==> src/rtl/intr_sched_if.sv <==
// Bus between the interrupt scheduler and its CPU-side user.
// The master drives requests and control; the slave is the scheduler.
interface intr_sched_if #(
  parameter int N_IRQ = 8
);
  logic [N_IRQ-1:0] irq;
  logic             boundary;
  logic             mask_we;
  logic [N_IRQ-1:0] mask_d;
  logic             ie_set;
  logic             ie_clr;
  logic             reti;
  logic             take;
  logic [N_IRQ-1:0] intr;
  logic             s_intr;
  logic [N_IRQ-1:0] pending;
  logic [N_IRQ-1:0] mask;
  logic             ie;

  modport master (
    output irq, boundary, mask_we, mask_d, ie_set, ie_clr, reti,
    input  take, intr, s_intr, pending, mask, ie
  );

  modport slave (
    input  irq, boundary, mask_we, mask_d, ie_set, ie_clr, reti,
    output take, intr, s_intr, pending, mask, ie
  );
endinterface

==> src/rtl/intr_sched.sv <==
// Interrupt scheduler: synchronizes and edge-detects irq lines, masks and
// priority-arbitrates pending requests, and grants one at an instruction boundary.
module intr_sched #(
  parameter int N_IRQ       = 8,
  parameter int SYNC_STAGES = 2
) (
  input  logic        clk,
  input  logic        reset,
  intr_sched_if.slave bus
);

  typedef enum logic [1:0] {
    IDLE    = 2'd0,
    TAKE    = 2'd1,
    SERVICE = 2'd2
  } state_t;

  state_t           state_q, state_d;
  logic [N_IRQ-1:0] sync_out;
  logic [N_IRQ-1:0] sync_prev_q;
  logic [N_IRQ-1:0] rise;
  logic [N_IRQ-1:0] pending_q;
  logic [N_IRQ-1:0] mask_q;
  logic             ie_q;
  logic [N_IRQ-1:0] intr_q;
  logic [N_IRQ-1:0] eligible;
  logic [N_IRQ-1:0] winner;
  logic             grant;

  generate
    if (SYNC_STAGES == 0) begin : g_no_sync
      assign sync_out = bus.irq;
    end else begin : g_sync
      logic [N_IRQ-1:0] stage_q [SYNC_STAGES];

      // NOTE: every synchronizer stage is reset explicitly; a stale 1 left in
      // the chain would look like a fresh rising edge right after reset.
      always_ff @(posedge clk) begin
        if (reset) begin
          for (int i = 0; i < SYNC_STAGES; i++) stage_q[i] <= '0;
        end else begin
          stage_q[0] <= bus.irq;
          for (int i = 1; i < SYNC_STAGES; i++) stage_q[i] <= stage_q[i-1];
        end
      end

      assign sync_out = stage_q[SYNC_STAGES-1];
    end
  endgenerate

  assign rise     = sync_out & ~sync_prev_q;
  assign eligible = pending_q & mask_q;
  // Isolating the lowest set bit gives bit 0 the highest priority.
  assign winner   = eligible & (-eligible);
  assign grant    = (state_q == IDLE) && bus.boundary && ie_q && (eligible != '0);

  // NOTE: sequential state uses non-blocking assignments so every flop samples
  // the pre-edge values regardless of statement order.
  always_ff @(posedge clk) begin
    if (reset) begin
      state_q <= IDLE;
    end else begin
      state_q <= state_d;
    end
  end

  // NOTE: the default assignment first keeps this combinational block latch-free.
  always_comb begin
    state_d = state_q;
    case (state_q)
      IDLE:    if (grant) state_d = TAKE;
      TAKE:    state_d = SERVICE;
      SERVICE: if (bus.reti) state_d = IDLE;
      default: state_d = IDLE;
    endcase
  end

  always_comb begin
    bus.take   = 1'b0;
    bus.s_intr = 1'b0;
    case (state_q)
      TAKE: begin
        bus.take   = 1'b1;
        bus.s_intr = 1'b1;
      end
      SERVICE: bus.s_intr = 1'b1;
      default: ;
    endcase
  end

  always_ff @(posedge clk) begin
    if (reset) begin
      sync_prev_q <= '0;
      pending_q   <= '0;
      mask_q      <= '0;
      ie_q        <= 1'b0;
      intr_q      <= '0;
    end else begin
      sync_prev_q <= sync_out;
      // A new edge on the granted line survives its own clear.
      pending_q   <= (pending_q & ~(grant ? winner : '0)) | rise;
      if (bus.mask_we) mask_q <= bus.mask_d;
      if (bus.ie_clr)      ie_q <= 1'b0;
      else if (bus.ie_set) ie_q <= 1'b1;
      if (grant)                                intr_q <= winner;
      else if (state_q == SERVICE && bus.reti) intr_q <= '0;
    end
  end

  assign bus.intr    = intr_q;
  assign bus.pending = pending_q;
  assign bus.mask    = mask_q;
  assign bus.ie      = ie_q;

endmodule

==> src/flat_wrapper.sv <==
// flat-port wrapper written by rule: the top's interface ports become plain ports
module intr_sched_flat 
#(
  parameter int N_IRQ       = 8,
  parameter int SYNC_STAGES = 2
)
  (clk, reset, bus_irq, bus_boundary, bus_mask_we, bus_mask_d, bus_ie_set, bus_ie_clr, bus_reti, bus_take, bus_intr, bus_s_intr, bus_pending, bus_mask, bus_ie);
  intr_sched_if #(.N_IRQ(N_IRQ)) bus_i ();
  input  logic clk;
  input  logic reset;
  input wire logic [$bits(bus_i.irq)-1:0] bus_irq;
  input wire logic [$bits(bus_i.boundary)-1:0] bus_boundary;
  input wire logic [$bits(bus_i.mask_we)-1:0] bus_mask_we;
  input wire logic [$bits(bus_i.mask_d)-1:0] bus_mask_d;
  input wire logic [$bits(bus_i.ie_set)-1:0] bus_ie_set;
  input wire logic [$bits(bus_i.ie_clr)-1:0] bus_ie_clr;
  input wire logic [$bits(bus_i.reti)-1:0] bus_reti;
  output wire logic [$bits(bus_i.take)-1:0] bus_take;
  output wire logic [$bits(bus_i.intr)-1:0] bus_intr;
  output wire logic [$bits(bus_i.s_intr)-1:0] bus_s_intr;
  output wire logic [$bits(bus_i.pending)-1:0] bus_pending;
  output wire logic [$bits(bus_i.mask)-1:0] bus_mask;
  output wire logic [$bits(bus_i.ie)-1:0] bus_ie;
  assign bus_i.irq = bus_irq;
  assign bus_i.boundary = bus_boundary;
  assign bus_i.mask_we = bus_mask_we;
  assign bus_i.mask_d = bus_mask_d;
  assign bus_i.ie_set = bus_ie_set;
  assign bus_i.ie_clr = bus_ie_clr;
  assign bus_i.reti = bus_reti;
  assign bus_take = bus_i.take;
  assign bus_intr = bus_i.intr;
  assign bus_s_intr = bus_i.s_intr;
  assign bus_pending = bus_i.pending;
  assign bus_mask = bus_i.mask;
  assign bus_ie = bus_i.ie;
  intr_sched #(.N_IRQ(N_IRQ), .SYNC_STAGES(SYNC_STAGES)) u_core (.clk(clk), .reset(reset), .bus(bus_i));
endmodule
==> config.mk <==
export PLATFORM = sky130hd
export DESIGN_NAME = intr_sched_flat
export DESIGN_NICKNAME = d
export VERILOG_FILES = /design/src/rtl/intr_sched_if.sv /design/src/rtl/intr_sched.sv /design/src/flat_wrapper.sv
export SDC_FILE = /design/constraint.sdc
export NUM_CORES = 1
export LEC_CHECK = 0
export BUFFER_PORTS_ARGS = -buffer_cell sky130_fd_sc_hd__buf_2
export CAP_MARGIN = 10
export CORE_ASPECT_RATIO = 0.7
export CORE_MARGIN = 2
export CORE_UTILIZATION = 25
export DETAILED_ROUTE_END_ITERATION = 16
export GPL_ROUTABILITY_DRIVEN = 0
export HOLD_SLACK_MARGIN = 0.08
export PLACE_DENSITY = 0.46
export SETUP_SLACK_MARGIN = 0.2
export SLEW_MARGIN = 20
export SYNTH_ARGS = -nofsm -noshare
export SYNTH_HDL_FRONTEND = slang
export SYNTH_SLANG_ARGS = --single-unit
==> constraint.sdc <==
create_clock -name clk -period 2.1 [get_ports clk]
set_input_delay 0.42 -clock clk [delete_from_list [all_inputs] [get_ports clk]]
set_output_delay 0.42 -clock clk [all_outputs]
set_load 0.005 [all_outputs]
# Word level (Yosys, flattened, before mapping)
# Memories as Yosys holds them, arrays and structs flattened.
# Cells that the tools add are included.
[totals] reg_bits=35 latch_bits=0 ramBits=16 romBits=0 input_bits=23 out_inout_bits=27 elab_cells=44 mem_count=1
[memory_table] name="u_core.g_sync.stage_q" depth=2 width=8 rd=2 rd_clocked_by_memory_dff=0 wr=2 line_no="intr_sched.sv:34" text="logic [N_IRQ-1:0] stage_q [SYNC_STAGES];"
[op_classes] addsub=1 multipliers=0 div_mod_pow=0 order_cmp=0 eq_ne=4 shift=0 n_mux=13 n_bitwise=9 reduce_logical=10
[op_table] operator="$mux W8" n=5
[op_table] operator="$and A8 B8 Y8" n=4
[op_table] operator="$not A8 Y8" n=2
[op_table] operator="$neg A8 Y8" n=1
[op_table] operator="$or A8 B8 Y8" n=1
[op_table] operator="$reduce_bool A8 Y1" n=1
[op_table] operator="$pmux W2 S3" n=1
[op_table] operator="$mux W1" n=5
[op_table] operator="$logic_and A1 B1 Y1" n=4
[op_table] operator="$mux W2" n=2
[op_table] operator="$reduce_or A2 Y1" n=2
[op_table] operator="$eq A2 B1 Y1 const B" n=1
[op_table] operator="$eq A2 B2 Y1 const B" n=1
[op_table] operator="$logic_not A2 Y1" n=1
[op_table] operator="$ne A2 B1 Y1 const B" n=1
[op_table] operator="$ne A2 B2 Y1 const B" n=1
[op_table] operator="$or A1 B1 Y1" n=2
[op_table] operator="$reduce_and A2 Y1" n=1
[op_table] operator="$reduce_bool A2 Y1" n=1

# Logic depth before layout (Yosys ltp)
# Gate-level depths: netlist of run 1.
[logic_depth] word_depth=8 ltp_mapped=7 depth_no_buf=6

# Worst setup path before layout of run 1
# OpenSTA, ideal clock, no wires.
[synth_timing] path_type="reg2reg" start="register u_core.pending_q[2] (netlist: u_core.bus.pending[2])" end="register u_core.pending_q[7] (netlist: u_core.bus.pending[7])" setup_time_ns=0.117 arrival_ns=1.619 required_ns=1.983 slack_ns=0.363 path_stages_with_launch=5 n_path_buf=0 synth_period_minus_slack_ns=1.737 path_cell_list="dfxtp_1 -> a22o_4 -> or3_4 -> or3_1 -> a32o_1"
[synth_via] elab_chain_cells=7 elab_cells_between_ends=9 classes_between="add/sub: 1; mux: 1; bitwise: 5; reduce/logical: 2"
[synth_lines] element="from (decl)" line_no="intr_sched.sv:22" text="logic [N_IRQ-1:0] pending_q;"
[synth_lines] element="from (signal assigned)" line_no="intr_sched.sv:101" text="pending_q <= (pending_q & ~(grant ? winner : '0)) | rise;"
[synth_lines] element="$and A8 B8 Y8 (*)" line_no="intr_sched.sv:52" text="assign eligible = pending_q & mask_q;"
[synth_lines] element="$neg A8 Y8 / $reduce_bool A8 Y1 (equally long branches)" line_no="intr_sched.sv:54, intr_sched.sv:55"
[synth_lines] element="$and A8 B8 Y8 / $logic_and A1 B1 Y1 (equally long branches)" line_no="intr_sched.sv:54, intr_sched.sv:55"
[synth_lines] element="$mux W8 (*)" line_no="intr_sched.sv:101"
[synth_lines] element="$not A8 Y8 (*)" line_no="intr_sched.sv:101"
[synth_lines] element="$and A8 B8 Y8 (*)" line_no="intr_sched.sv:101"
[synth_lines] element="$or A8 B8 Y8 (*)" line_no="intr_sched.sv:101"
# Every way passes the cells marked *; elsewhere a longest branch is shown, timed or not.
# A chain may end at the register's enable or synchronous reset.

# Final worst setup path of run 1
# Ends and elaborated chain as after synthesis.

==> flow_summary_export.csv, run 1 <==
group,metric,value,unit
status,status,"finished, final reports clean",
route,drcViolationCount,0,
synth,synth_seq_cells,51,
final_layout,post-route-util,32.5,%
floorplanning,core_area,7250,sq um
critical_path,critPathBufInv,0,
grt,grt_usage,10.9,%
timing,final_hold_viol_count,0,
route,via_count,1442,
synth,syn-instance-count,185,
critical_path,crit_path_end_kind,"register",
floorplanning,die_area,8180,sq um
cts,path_clk_slew,100,ps
cts,htreeDepth,2,
route,route.met3.wl,281,um
grt,grt_pass1_wl,6.90,mm
pwr,power,1.77,mW
synth,syn-cell-area,1870,sq um
critical_path,critical-path-max-stage-delay,410,ps
route,drt.antenna.violating_nets,0,
cts,cts.repair.resized,1,
grt,antenna_found_initial,0,
synth,ys_seq_area_share,54.7,%
floorplanning,die_y,76.3,um
final_layout,multi_input_area,803,sq um
cts,cts_tree,"built",
route,drt_iter0_drc,48,
cts,clkSinkCount,51,
timing,slew_headroom,68.2,%
route,top_layer,"met4",
cts,cts_setup_buffers,0,
final_layout,regArea,1020,sq um
floorplanning,start_util,25.7,%
job,drv_cap,0,
placed_design,dpl_worst_slack,211,ps
timing,max_freq,0.553,GHz
pwr,powerDensity,751,nW/um^2
timing,finalSetupTns,0,ps
floorplanning,die_w,107,um
timing,setup_viol,0,
cts,clk_latency,300,ps
synth,ys.warnings.count,0,
floorplanning,io_pins,50,
worst_hold_path,hp-class,"input pin to register",
final_layout,layout_commonest_cell,"dfxtp_1",
timing,fin_crit,1810,ps
route,wl_per_cell,12.2,um
grt,gr-total-overflow,0,
route,routed_wl,4.14,mm
timing,rsz0062_at_grt,"false",
route,avgViaCountPerCell,4.25,
critical_path,crit_path_cell_trace,"a22o_4, or3_4, or3_1, a32o_1",
cts,cts_inserted_buffers,5,
synth,avgSynthCellArea,10.1,sq um
floorplanning,rows,26,
cts,clock_tree.root_cell,"clkbuf_8",
synth,syn_nets,212,
timing,finalCritPeriodShare,86.2,%
timing,tightestPinTransition,477,ps
critical_path,ff2ff_setup_slack,290,ps
critical_path,arrival,2020,ps
critical_path,cp-start-kind,"register",
final_layout,drive_gt1_share,27.8,%
timing,setup_slack,291,ps
grt,grt_pass1_vias,1347,
grt,grt_max_degree,24,
cts,clockBufferDepth,2,
synth,synth_cell_types,28,
pwr,max-vdd-ir-drop,0.000296,V
critical_path,cp_top_family,"simple AND/OR/NAND/NOR gates",
cts,postCtsHoldBufs,0,
timing,maxSlewViolCount,0,
critical_path,worst-path-max-fanout,5,
route,wl_met1,2.08,mm
pwr,leakagePower,1.01,nW
critical_path,cp_slowest_cell,"or3_4",
critical_path,crit_type,"register to register",
critical_path,cp.required,2310,ps
timing,fin_worst_skew,10.9,ps
placed_design,hpwl,3.13,mm
final_layout,area_delta_synth_final,26.2,%
final_layout,final_nets,267,
placed_design,io_buffers,49,
final_layout,antenna_cells,0,
route,route.met2.wl,1.72,mm
final_layout,nFillCells,762,
final_layout,layout_common_cells,"dfxtp_1, buf_2, nor2b_1",
route,drtPass1Iterations,4,
## sequential cells by signal, summed over array words and instances (netlist names)
| signal | count |
|---|---|
| u_core.state_q | 2 |
| u_core.bus.intr | 8 |
| u_core.bus.pending | 8 |
| u_core.sync_prev_q | 8 |
| u_core.bus.ie | 1 |
| u_core.bus.mask | 8 |
| u_core.g_sync.stage_q | 16 |
## cells in the mapped netlist
cell       n  area (sq um)
nor2b_1   26           163
ha_1       4          50.1
nand2_1   15          56.3
o21ai_0    1          5.00
nand2b_1   5          31.3
a22o_4     1          17.5
o31ai_1    4          30.0
and2_1     1          6.26
and3_1     1          6.26
clkbuf_1   6          22.5
a22o_1     2          17.5
nand3_1    4          20.0
nand4_1    2          12.5
a21oi_1   16          80.1
dfxtp_1   51          1020
or4b_1     1          10.0
or3_1      2          12.5
nor3_1     2          10.0
nor2_1    11          41.3
mux2i_1   10           100
buf_1      1          3.75
inv_1      6          22.5
a32o_1     1          10.0
o211ai_1   8          60.1
or3_4      1          11.3
a2111o_1   1          11.3
a222oi_1   1          10.0
nor4b_4    1          23.8
## routing by layer
layer  vias up  track usage [%]
li1        748                -
met1       644             14.9
met2        42             15.8
met3         8             3.51
met4         0             3.90
met5         -                0
## final cells by class
| class | count | share of cell area, % |
|---|---|---|
| Multi-Input combinational cell | 121 | 34.1 |
| Sequential cell | 51 | 43.4 |
| Clock inverter | 1 | 0.372 |
| Inverter | 6 | 0.956 |
| Tap cell | 98 | 5.21 |
| Timing Repair Buffer | 55 | 12.3 |
| Clock buffer | 7 | 3.67 |
## worst register-to-register path: stages (launching register included)
cell,delay [ps]
dfxtp_1,350
a22o_4,300
or3_4,410
or3_1,390
a32o_1,270
## power by group
group	switching [mW]	internal [mW]	total, mW
clock network	0.325	0.271	0.596
registers	0.0246	1.00	1.03
logic	0.0721	0.0725	0.145
total	0.422	1.35	1.77
## per-stage QoR
step                      cells  area (sq um)  hold WS, ps
after global placement      331          2250          422
final                       339          2350          265
after global routing        339          2350          265
after CTS                   339          2350          256
after detailed placement    331          2250          427
after floorplan             185          1870          414
## kinds of logic (layout without fill, tap and decap cells)
| family | Yosys count | after routing | share of synthesized area, % |
|---|---|---|---|
| AND/OR/NAND/NOR | 72 | 72 | 21.7 |
| adder cells (fa/ha/maj) | 4 | 4 | 2.68 |
| AO/OA/AOI/OAI | 35 | 35 | 12.9 |
| buffers and inverters | 13 | 69 | 2.62 |
| flip-flops | 51 | 51 | 54.7 |
| multiplexers | 10 | 10 | 5.37 |
## final timing paths
path / startpoint / to / cells after the start
setup / recovery: u_core.bus.pending[2]$_SDFF_PP0_ / u_core.bus.pending[7]$_SDFF_PP0_ / 4
hold / removal: bus_ie_clr / u_core.bus.ie$_SDFFE_PP0P_ / 2
setup reg to reg: u_core.bus.pending[2]$_SDFF_PP0_ / u_core.bus.pending[7]$_SDFF_PP0_ / 4
hold reg to reg: u_core.g_sync.stage_q[0][3]$_SDFF_PP0_ / u_core.g_sync.stage_q[0][11]$_SDFF_PP0_ / 1
No activity file was read; power rests on OpenSTA's default activity.
==> run 2, diff against run 1 <==
--- a/config.mk
+++ b/config.mk
@@ -8,7 +8,6 @@
 export BUFFER_PORTS_ARGS = -buffer_cell sky130_fd_sc_hd__buf_2
 export CAP_MARGIN = 10
 export CORE_ASPECT_RATIO = 0.7
-export CORE_MARGIN = 2
 export CORE_UTILIZATION = 25
 export DETAILED_ROUTE_END_ITERATION = 16
 export GPL_ROUTABILITY_DRIVEN = 0
==> flow_summary_export.csv, run 2 (same netlist as run 1, synthesis figures left out) <==
group,metric,value,unit
status,status,"finished, final reports clean",
route,drcViolationCount,0,
job,drv_cap,0,
critical_path,cp.required,2300,ps
cts,cts_inserted_buffers,5,
grt,gr-total-overflow,0,
floorplanning,core_area,6980,sq um
critical_path,r2r-start,"u_core.bus.pending[2]$_SDFF_PP0_",
timing,fin_worst_skew,5.38,ps
route,wl_per_cell,12.3,um
critical_path,ff2ff_setup_slack,300,ps
critical_path,crit_path_end_kind,"register",
timing,fin_crit,1800,ps
route,via_count,1419,
grt,grt_pass1_vias,1230,
final_layout,area_delta_synth_final,25.6,%
cts,clkSinkCount,51,
timing,finalSetupTns,0,ps
worst_hold_path,hold_depth,2,
grt,grt_pass1_wl,6.47,mm
final_layout,layout_common_cells,"dfxtp_1, buf_2, nor2b_1",
placed_design,hpwl,3.07,mm
placed_design,dp_cells,326,
pwr,powerDensity,749,nW/um^2
cts,htreeDepth,2,
timing,rsz0062_at_grt,"false",
floorplanning,io_pins,50,
critical_path,cp_slowest_cell,"or3_4",
cts,clk_latency,300,ps
critical_path,r2r_end,"u_core.bus.pending[7]$_SDFF_PP0_",
critical_path,crit_path_cell_trace,"a22o_4, or3_4, or3_1, a32o_1",
final_layout,largest_reg_flops,16,
final_layout,drive_gt1_share,28.2,%
critical_path,cp_top_family,"simple AND/OR/NAND/NOR gates",
final_layout,final_nets,267,
route,drtPass1Iterations,4,
critical_path,critPathBufInv,0,
grt,antenna_found_initial,0,
final_layout,largest_register,"u_core.g_sync.stage_q",
floorplanning,start_util,26.7,%
timing,finalCritPeriodShare,85.9,%
cts,clock_tree.root_cell,"clkbuf_8",
floorplanning,rows,25,
pwr,max-vdd-ir-drop,0.000405,V
route,drt_iter0_drc,43,
critical_path,cp-start-kind,"register",
cts,path_clk_slew,100,ps
floorplanning,die_area,7820,sq um
worst_hold_path,min_to,"u_core.bus.ie$_SDFFE_PP0P_",
critical_path,critical-path-max-stage-delay,410,ps
placed_design,placed_cell_area,2240,sq um
cts,clockBufferDepth,2,
grt,grt_usage,11.0,%
worst_hold_path,holdCritStartpoint,"bus_ie_clr",
placed_design,io_buffers,49,
route,avgViaCountPerCell,4.24,
final_layout,antenna_cells,0,
critical_path,crit_type,"register to register",
critical_path,ff2ff_path_depth,4,
cts,postCtsHoldBufs,0,
cts,cts_tree,"built",
final_layout,final_area,2340,sq um
critical_path,worst-path-max-fanout,5,
timing,maxSlewViolCount,0,
pwr,power,1.76,mW
final_layout,layout_commonest_cell,"dfxtp_1",
final_layout,post-route-util,33.6,%
route,drt.antenna.violating_nets,0,
grt,grt_max_degree,27,
final_layout,finalNonFillerCells,335,
pwr,leakagePower,1.01,nW
timing,max_freq,0.554,GHz
route,routed_wl,4.11,mm
worst_hold_path,hp-class,"input pin to register",
timing,setup_viol,0,
timing,tightestPinTransition,398,ps
timing,final_hold_viol_count,0,
floorplanning,die_y,74.3,um
floorplanning,die_w,105,um
critical_path,arrival,2010,ps
timing,slew_headroom,73.4,%
==> run 2: metrics by stage <==
step | hold WS [ps] | worst slack (ps)
after CTS | 265 | 248
after floorplan | 414 | 363
after detailed placement | 423 | 186
after global routing | 251 | 210
final | 276 | 296
after global placement | 420 | 242
==> run 2: how the worst max path moves through the flow <==
stage	to	slack [ps]	start	depth (start not counted)
final	u_core.bus.pending[7]$_SDFF_PP0_	300	u_core.bus.pending[2]$_SDFF_PP0_	4
after global routing	u_core.bus.pending[7]$_SDFF_PP0_	210	u_core.state_q[1]$_SDFFE_PP0P_	6
after CTS	u_core.bus.pending[7]$_SDFF_PP0_	250	u_core.state_q[1]$_SDFFE_PP0P_	6
after detailed placement	u_core.bus.pending[7]$_SDFF_PP0_	190	u_core.state_q[1]$_SDFFE_PP0P_	6
after global placement	u_core.bus.pending[7]$_SDFF_PP0_	240	u_core.state_q[0]$_SDFFE_PP0P_	6
after floorplan	u_core.bus.pending[7]$_SDFF_PP0_	360	u_core.bus.pending[2]$_SDFF_PP0_	4
==> run 2: cell type report <==
class,instances,area [sq um]
clock buffer,5,68.8
clock inverter,3,22.5
fill,749,4630
inverter,6,22.5
multi-input combinational,121,800
sequential,51,1020
tap,94,118
timing repair buffer,55,290
==> run 2: report_power, final <==
part | switching [mW] | internal [mW]
clock | 0.340 | 0.242
combinational | 0.0709 | 0.0730
sequential | 0.0256 | 1.00
total | 0.437 | 1.32
==> run 2: repair_timing <==
| action | in CTS | in global routing |
|---|---|---|
| endpoints found under the setup margin | 1 | 3 |
| resized for setup | 1 | 1 |
| endpoints found under the hold margin | 0 | 0 |
| setup buffers | 0 | 1 |
==> run 2: routing by layer <==
metal  wire length [um]  track usage [%]  vias to the layer above
met3                226             3.68                        5
met2               1590             15.3                       44
met4                 44             3.29                        0
met5                  0                0                        -
met1               2260             15.9                      623
li1                   -                -                      747
==> run 3, diff against run 2 <==
--- a/config.mk
+++ b/config.mk
@@ -12,7 +12,6 @@
 export DETAILED_ROUTE_END_ITERATION = 16
 export GPL_ROUTABILITY_DRIVEN = 0
 export HOLD_SLACK_MARGIN = 0.08
-export PLACE_DENSITY = 0.46
 export SETUP_SLACK_MARGIN = 0.2
 export SLEW_MARGIN = 20
 export SYNTH_ARGS = -nofsm -noshare
==> flow_summary_export.csv, run 3 (same netlist as run 1, synthesis figures left out) <==
group,metric,value,unit
status,status,"finished, final reports clean",
route,drt.antenna.violating_nets,0,
critical_path,crit_path_cell_trace,"a22o_4, or3_4, or3_1, a32o_1",
timing,slew_headroom,71.9,%
floorplanning,io_pins,50,
final_layout,drive_gt1_share,27.8,%
pwr,powerDensity,737,nW/um^2
critical_path,r2r-start,"u_core.bus.pending[2]$_SDFF_PP0_",
final_layout,antenna_cells,0,
cts,clkSinkCount,51,
critical_path,crit_cells,4,
cts,cts_inserted_buffers,5,
floorplanning,die_y,74.3,um
floorplanning,start_util,26.7,%
cts,htreeDepth,2,
critical_path,crit_type,"register to register",
critical_path,cp-start-kind,"register",
placed_design,hpwl,3.13,mm
timing,tightestPinTransition,421,ps
grt,grt_pass1_wl,6.34,mm
critical_path,ff2ff_path_depth,4,
timing,finalSetupTns,0,ps
timing,final_hold_viol_count,0,
final_layout,final_nets,267,
critical_path,critPathBufInv,0,
floorplanning,core_area,6980,sq um
cts,clockBufferDepth,2,
critical_path,cp_slowest_cell,"or3_4",
route,routed_wl,4.07,mm
final_layout,largest_reg_flops,16,
cts,postCtsHoldBufs,0,
final_layout,multi_input_area,800,sq um
floorplanning,die_w,105,um
critical_path,crit_start,"u_core.bus.pending[2]$_SDFF_PP0_",
cts,clk_latency,290,ps
final_layout,largest_register,"u_core.g_sync.stage_q",
timing,rsz0062_at_grt,"false",
route,avgViaCountPerCell,4.24,
grt,grt_usage,10.6,%
pwr,max-vdd-ir-drop,0.000297,V
cts,cts_tree,"built",
pwr,leakagePower,1.00,nW
final_layout,area_delta_synth_final,25.5,%
critical_path,arrival,2020,ps
final_layout,layout_common_cells,"dfxtp_1, buf_2, nor2b_1",
job,drv_cap,0,
grt,antenna_found_initial,0,
final_layout,regArea,1020,sq um
pwr,power,1.73,mW
worst_hold_path,hold_depth,2,
final_layout,layout_commonest_cell,"dfxtp_1",
timing,maxSlewViolCount,0,
critical_path,cp_top_family,"simple AND/OR/NAND/NOR gates",
placed_design,io_buffers,49,
cts,path_clk_slew,90,ps
critical_path,crit_path_end_kind,"register",
grt,grt_max_degree,20,
cts,clock_tree.root_cell,"clkbuf_8",
timing,max_freq,0.547,GHz
route,drt_iter0_drc,65,
critical_path,critical-path-max-stage-delay,410,ps
cts,cts_setup_buffers,0,
route,drtPass1Iterations,4,
floorplanning,die_area,7820,sq um
worst_hold_path,hp-class,"input pin to register",
route,wl_per_cell,12.1,um
floorplanning,rows,25,
worst_hold_path,holdCritStartpoint,"bus_ie_clr",
timing,fin_worst_skew,4.02,ps
timing,setup_viol,0,
route,drcViolationCount,0,
timing,finalCritPeriodShare,87.0,%
route,via_count,1422,
critical_path,cp.required,2300,ps
timing,fin_crit,1830,ps
grt,gr-total-overflow,0,
critical_path,worst-path-max-fanout,5,
final_layout,nFillCells,725,
grt,grt_pass1_vias,1249,
==> run 3: cell count changes in the layout (fill, tap and decap cells not counted), sizes merged <==
cell,change
clkbuf,+1
clkinv,+1
inv,-2
==> run 3: layout make-up <==
class / count / area share, %
Sequential cell: 51 / 43.6
Multi-Input combinational cell: 121 / 34.2
Timing Repair Buffer: 55 / 12.4
Tap cell: 94 / 5.02
Clock buffer: 6 / 3.10
Inverter: 6 / 0.962
Clock inverter: 2 / 0.748
==> run 3: what timing repair did <==
action / in CTS / in global routing
pin swaps: 0 / 0
gates cloned: 0 / 0
resized for setup: 1 / 1
setup endpoints to repair: 1 / 2
==> run 3: per-layer routing <==
metal,global-route usage (%),part of all wire (%)
met3,3.94,6.3
met1,14.8,52
met4,2.35,0.34
met5,0,0
met2,15.6,41
==> run 3: through the flow <==
| stage | cells | util [%] | instance area (sq um) | setup slack (ps) | hold slack, ps |
|---|---|---|---|---|---|
| detailed placement | 327 | 32.2 | 2250 | 187 | 421 |
| finish | 335 | 33.6 | 2340 | 272 | 282 |
| floorplan | 185 | - | 1870 | 363 | 414 |
| global placement | 327 | 32.2 | 2250 | 271 | 421 |
| global route | 335 | 33.6 | 2340 | 204 | 268 |
| CTS | 335 | 33.5 | 2340 | 235 | 272 |
==> run 3: path summary, 6_finish.rpt <==
path	endpoint	slack [ps]
worst max-delay path	u_core.bus.pending[7]$_SDFF_PP0_	270
worst min register to register	u_core.g_sync.stage_q[0][14]$_SDFF_PP0_	440
worst min-delay path	u_core.bus.ie$_SDFFE_PP0P_	280
worst max register to register	u_core.bus.pending[7]$_SDFF_PP0_	270
==> run 3: where the power goes <==
part | switching [mW] | leakage, nW | internal (mW)
clock | 0.314 | 0.0454 | 0.240
sequential | 0.0251 | 0.418 | 1.00
combinational | 0.0716 | 0.541 | 0.0721
total | 0.411 | 1.00 | 1.32
==> run 3: worst reg2reg max path, cell delays in order, from the launching register on <==
cell and delay (ps):
dfxtp_1 360, a22o_4 300, or3_4 410, or3_1 390
a32o_1 270
